[config.mk]
export PLATFORM = sky130hd
export DESIGN_NAME = fifo_uart_tx
export DESIGN_NICKNAME = d
export VERILOG_FILES = /design/src/rtl/fifo_uart_tx.sv
export SDC_FILE = /design/constraint.sdc
export NUM_CORES = 1
export LEC_CHECK = 0
export ABC_CLOCK_PERIOD_IN_PS = 4910
export CAP_MARGIN = 30
export CELL_PAD_IN_SITES_DETAIL_PLACEMENT = 0
export CELL_PAD_IN_SITES_GLOBAL_PLACEMENT = 1
export CORE_MARGIN = 2
export CORE_UTILIZATION = 35
export DETAILED_ROUTE_END_ITERATION = 7
export GPL_TIMING_DRIVEN = 0
export PLACE_DENSITY_LB_ADDON = 0.1
export SETUP_SLACK_MARGIN = 0.1
export SYNTH_ARGS = -nofsm -noshare
export SYNTH_HDL_FRONTEND = slang
export SYNTH_SLANG_ARGS = --single-unit
[constraint.sdc]
create_clock -name clk -period 4.91 [get_ports clk]
set_input_delay 0.7365 -clock clk [delete_from_list [all_inputs] [get_ports clk]]
set_output_delay 0.7365 -clock clk [all_outputs]
set_load 0.05 [all_outputs]
[src/rtl/fifo_uart_tx.sv]
// Pops first-word-fall-through FIFO words and sends start / LSB-first data / stop frames on tx.
// Define FIFO_UART_TX_PARITY_EN to insert an even-parity bit between the data bits and the stop bit.
module fifo_uart_tx #(
    parameter int WIDTH        = 3,
    parameter int CLKS_PER_BIT = 4
) (
    input  logic             clk,
    input  logic             rst,
    input  logic             en,
    input  logic             empty,
    input  logic [WIDTH-1:0] rdata,
    output logic             re,
    output logic             tx,
    output logic             busy,
    output logic             frame_done
);
    localparam int CW = (CLKS_PER_BIT > 1) ? $clog2(CLKS_PER_BIT) : 1;
    localparam int IW = (WIDTH > 1) ? $clog2(WIDTH) : 1;
    localparam logic [CW-1:0] LAST_CNT = CW'(CLKS_PER_BIT - 1);
    localparam logic [IW-1:0] LAST_IDX = IW'(WIDTH - 1);

    typedef enum logic [2:0] {
        S_IDLE,
        S_START,
        S_DATA,
`ifdef FIFO_UART_TX_PARITY_EN
        S_PARITY,
`endif
        S_STOP
    } state_t;

    state_t           r_state;
    state_t           w_state_nxt;
    logic [CW-1:0]    r_cnt;
    logic [CW-1:0]    w_cnt_nxt;
    logic [IW-1:0]    r_idx;
    logic [WIDTH-1:0] r_shreg;
    logic [WIDTH-1:0] w_shift;
    logic             r_tx;
    logic             r_busy;
    logic             r_frame_done;
    logic             w_tx_nxt;
    logic             w_busy_nxt;
    logic             w_fd_nxt;
    logic             w_re;
    logic             w_bit_end;
`ifdef FIFO_UART_TX_PARITY_EN
    logic             r_par;
`endif

    assign w_re      = (r_state == S_IDLE) & en & ~empty;
    assign w_bit_end = (r_cnt == LAST_CNT);
    assign w_shift   = r_shreg >> 1;

    always_ff @(posedge clk or posedge rst) begin
        if (rst) r_state <= S_IDLE;
        else     r_state <= w_state_nxt;
    end

    always_comb begin
        w_state_nxt = r_state;
        case (r_state)
            S_IDLE:   if (w_re) w_state_nxt = S_START;
            S_START:  if (w_bit_end) w_state_nxt = S_DATA;
            S_DATA: begin
                if (w_bit_end && (r_idx == LAST_IDX)) begin
`ifdef FIFO_UART_TX_PARITY_EN
                    w_state_nxt = S_PARITY;
`else
                    w_state_nxt = S_STOP;
`endif
                end
            end
`ifdef FIFO_UART_TX_PARITY_EN
            S_PARITY: if (w_bit_end) w_state_nxt = S_STOP;
`endif
            S_STOP:   if (w_bit_end) w_state_nxt = S_IDLE;
            default:  w_state_nxt = S_IDLE;
        endcase
    end

    // Next values of the registered outputs; tx carries the bit that starts on the coming edge.
    always_comb begin
        w_tx_nxt   = r_tx;
        w_busy_nxt = r_busy;
        case (r_state)
            S_IDLE: begin
                if (w_re) begin
                    w_tx_nxt   = 1'b0;
                    w_busy_nxt = 1'b1;
                end
            end
            S_START:  if (w_bit_end) w_tx_nxt = r_shreg[0];
            S_DATA: begin
                if (w_bit_end) begin
`ifdef FIFO_UART_TX_PARITY_EN
                    w_tx_nxt = (r_idx == LAST_IDX) ? r_par : w_shift[0];
`else
                    w_tx_nxt = (r_idx == LAST_IDX) ? 1'b1 : w_shift[0];
`endif
                end
            end
`ifdef FIFO_UART_TX_PARITY_EN
            S_PARITY: if (w_bit_end) w_tx_nxt = 1'b1;
`endif
            S_STOP: begin
                if (w_bit_end) begin
                    w_tx_nxt   = 1'b1;
                    w_busy_nxt = 1'b0;
                end
            end
            default: begin
                w_tx_nxt   = 1'b1;
                w_busy_nxt = 1'b0;
            end
        endcase
    end

    assign w_cnt_nxt = ((r_state == S_IDLE) || w_bit_end) ? '0 : r_cnt + CW'(1);
    assign w_fd_nxt  = (w_state_nxt == S_STOP) && (w_cnt_nxt == LAST_CNT);

    always_ff @(posedge clk or posedge rst) begin
        if (rst) begin
            r_cnt        <= '0;
            r_idx        <= '0;
            r_shreg      <= '0;
            r_tx         <= 1'b1;
            r_busy       <= 1'b0;
            r_frame_done <= 1'b0;
`ifdef FIFO_UART_TX_PARITY_EN
            r_par        <= 1'b0;
`endif
        end else begin
            r_cnt        <= w_cnt_nxt;
            r_tx         <= w_tx_nxt;
            r_busy       <= w_busy_nxt;
            r_frame_done <= w_fd_nxt;
            if (w_re)
                r_shreg <= rdata;
            else if ((r_state == S_DATA) && w_bit_end)
                r_shreg <= w_shift;
            if (r_state == S_START)
                r_idx <= '0;
            else if ((r_state == S_DATA) && w_bit_end)
                r_idx <= r_idx + IW'(1);
`ifdef FIFO_UART_TX_PARITY_EN
            if (w_re) r_par <= ^rdata;
`endif
        end
    end

    assign re         = w_re;
    assign tx         = r_tx;
    assign busy       = r_busy;
    assign frame_done = r_frame_done;
endmodule
==> results.py <==
metrics = {
    "critical_path": {
        "timing_worst_setup_path_type": "primary input to primary output",
        "crit_arrival_ps": 2340,
        "critPathSlowestCell": "clkdlybuf4s50_1",
        "cp_num_cells": 4,
        "cpMostUsedCell": "clkdlybuf4s50_1",
        "slowest_delay_ps": 790,
        "crit_family": "buffers and inverters",
        "r2r_end": "r_shreg[0]",
        "endpoint": "re",
        "rrSetupSlack_ps": 3230,
        "start_kind": "primary input",
        "critPathMaxFanout": 4,
        "setup.worst_path.start": "empty",
        "reg2reg_depth": 4,
        "end_kind": "primary output",
        "crit_chain": "clkdlybuf4s50_1 > nand3b_1 > inv_1 > clkdlybuf4s50_1",
        "reg2reg_from": "r_cnt[0]",
        "crit_required_ps": 4170,
        "crit_buf_inv": 3,
    },
    "cts": {
        "cts_hold_repair.buffers": 0,
        "insertion_delay_ps": 270,
        "cts_root_buffer": "clkbuf_4",
        "clock_sinks": 13,
        "clock_path_buffers": 2,
        "path_clk_slew_ps": 80,
        "cts_resized": 0,
        "cts_buffers": 3,
        "cts_htree_levels": 1,
        "postCtsSetupBuffers": 0,
        "tritoncts": "yes",
    },
    "cells_and_area": {
        "antenna_cells": 0,
        "drive_gt1_frac": 0.158,
        "layout_common_cells": "12 x dfrtp_1, 10 x clkdlybuf4s50_1, 6 x inv_1, 5 x nand2_1",
        "n_fill_cell": 191,
        "layout_commonest_cell": "dfrtp_1",
        "fin_nets": 86,
        "final_core_util": 0.467,
        "syn_to_final_growth_pct": 23.7,
        "stdcell_area_um2": 823,
    },
    "sta": {
        "tightest_slew_ps": 510,
        "setup_violations": 0,
        "finalCritPeriodShare": 0.626,
        "fin_worst_skew_ps": 3.30,
        "slew_violations": 0,
        "fmax_mhz": 325,
        "tns_ps": 0,
        "rsz0062_at_grt": "false",
        "hold_violations": 0,
        "min_period_ps": 3080,
        "fin_ws_ps": 1830,
        "relSlewSlack": 0.660,
    },
    "power_and_ir_drop": {
        "ir_drop_mv": 0.160,
        "p_per_area_nw_per_um2": 359,
        "p_leak_uw": 0.000357,
    },
    "drt": {
        "ant_nets": 0,
        "drt_iter0_drc": 1,
        "drc": 0,
        "dr_total_vias": 478,
        "first_pass_iters": 2,
        "wl_per_cell_um": 11.9,
        "post_drt_via_cell_ratio": 4.73,
        "routed_wl_mm": 1.20,
    },
    "die": {
        "io_pins": 11,
        "fp.dieW_um": 47.6,
        "die_y_um": 47.6,
        "initial_core_util": 0.377,
        "die_area_um2": 2270,
        "rows": 15,
        "core_um2": 1760,
    },
    "synthesis": {
        "synth_area_leaders": "dfrtp_1 45%, mux2_2 6.8%, dfstp_2 3.9%",
        "synth.distinct_cells": 27,
        "ys_warn_count": 0,
        "async_flop_share": 1.00,
        "syn_area_um2": 666,
        "yosys.area.top_type": "dfrtp_1",
        "synthesis.nets": 71,
        "avgSynthCellArea_um2": 10.7,
        "synth_edf_count": 0,
        "syn_inst": 62,
        "synth.ff_latch_count": 13,
        "synth-main-ff-cell": "dfrtp_1",
        "yosys.area.top_type_share": 0.451,
        "yosysSeqAreaShare": 0.491,
    },
    "job": {
        "cap_viol_max_count": 0,
    },
    "global_routing": {
        "overflow": 0,
        "grt_pass1_wl_mm": 2.13,
        "grt_pass1_vias": 467,
        "grtUsageTotal": 0.137,
        "grt_start_max_net_pins": 14,
        "antenna_found_initial": 0,
    },
    "placement": {
        "io_buffers": 10,
        "preCtsSetupSlack_ps": 1800,
        "dpl_cell_area_um2": 797,
        "dpl.hpwl_um": 882,
        "finalWeightedCongestion": 0.725,
    },
    "status": {
        "status": "finished, final reports clean",
    },
    "min_path": {
        "hold_class": "flop to flop",
    },
}
## layer usage
layer  global-route usage  vias up  part of all wire  wire length, um
met3               0.0340        2             0.032               38
met4               0.0811        0             0.012               14
met1                0.195      221              0.52              627
li1                     -      248                 -                -
met2                0.186        7              0.43              516
met5                    0        -                 0                0
## report_power, final
part	internal, uW	switching, uW
clock	31.5	34.7
sequential	130	12.3
combinational	42.3	45.0
## worst reg2reg max path, delay by kind of cell (launching register included)
family                   cells  cell delay [ps]
multiplexers                 2              590
flip-flops                   1              380
AND/OR/NAND/NOR              1              310
adder cells (fa/ha/maj)      1              300
## logic make-up after synthesis
family	synth area share
simple gates	0.177
compound gates	0.128
flops	0.491
buf+inv	0.0470
mux	0.101
fa+ha+maj	0.0376
other cells	0.00563
xor+xnor	0.0132
## cell usage after synthesis (all sizes together), types with 2 or more instances
| library cell | n |
|---|---|
| dfrtp | 12 |
| ha | 2 |
| mux2 | 6 |
| o22a | 2 |
| nand2 | 5 |
| o22ai | 2 |
| nand3b | 2 |
| nor3 | 4 |
| o21ai | 2 |
| a21oi | 4 |
| inv | 6 |
| nor2 | 2 |
## through the flow
step,total power [uW],hold WS (ps),std cells
finish,295,472,101
floorplan,209,437,62
global route,319,509,101
global placement,232,473,97
CTS,301,478,101
detailed placement,233,473,97
## final cells by class
cell class              count  area [um^2]  area share
well taps                  25         31.3      0.0380
clock buffers               4         26.3      0.0319
multi-input cells          41          308       0.374
flip-flops and latches     13          327       0.397
repair buffers             10          100       0.122
plain buffers               2         8.76      0.0106
inverters                   6         22.5      0.0274
## state kept, by name, summed over array words and instances (netlist names)
register / cells
r_state: 3
tx: 1
busy: 1
frame_done: 1
r_shreg: 3
r_idx: 2
r_cnt: 2
## worst min-delay path by stage
| stage | startpoint | end | slack, ps | cells past startpoint |
|---|---|---|---|---|
| finish | r_cnt[0] | frame_done | 470 | 1 |
| global route | r_cnt[0] | frame_done | 510 | 1 |
| CTS | r_cnt[0] | frame_done | 480 | 1 |
| detailed placement | r_cnt[0] | frame_done | 470 | 1 |
| global placement | r_cnt[0] | frame_done | 470 | 1 |
| floorplan | r_cnt[0] | frame_done | 440 | 1 |
No activity file was read; power rests on OpenSTA's default activity.
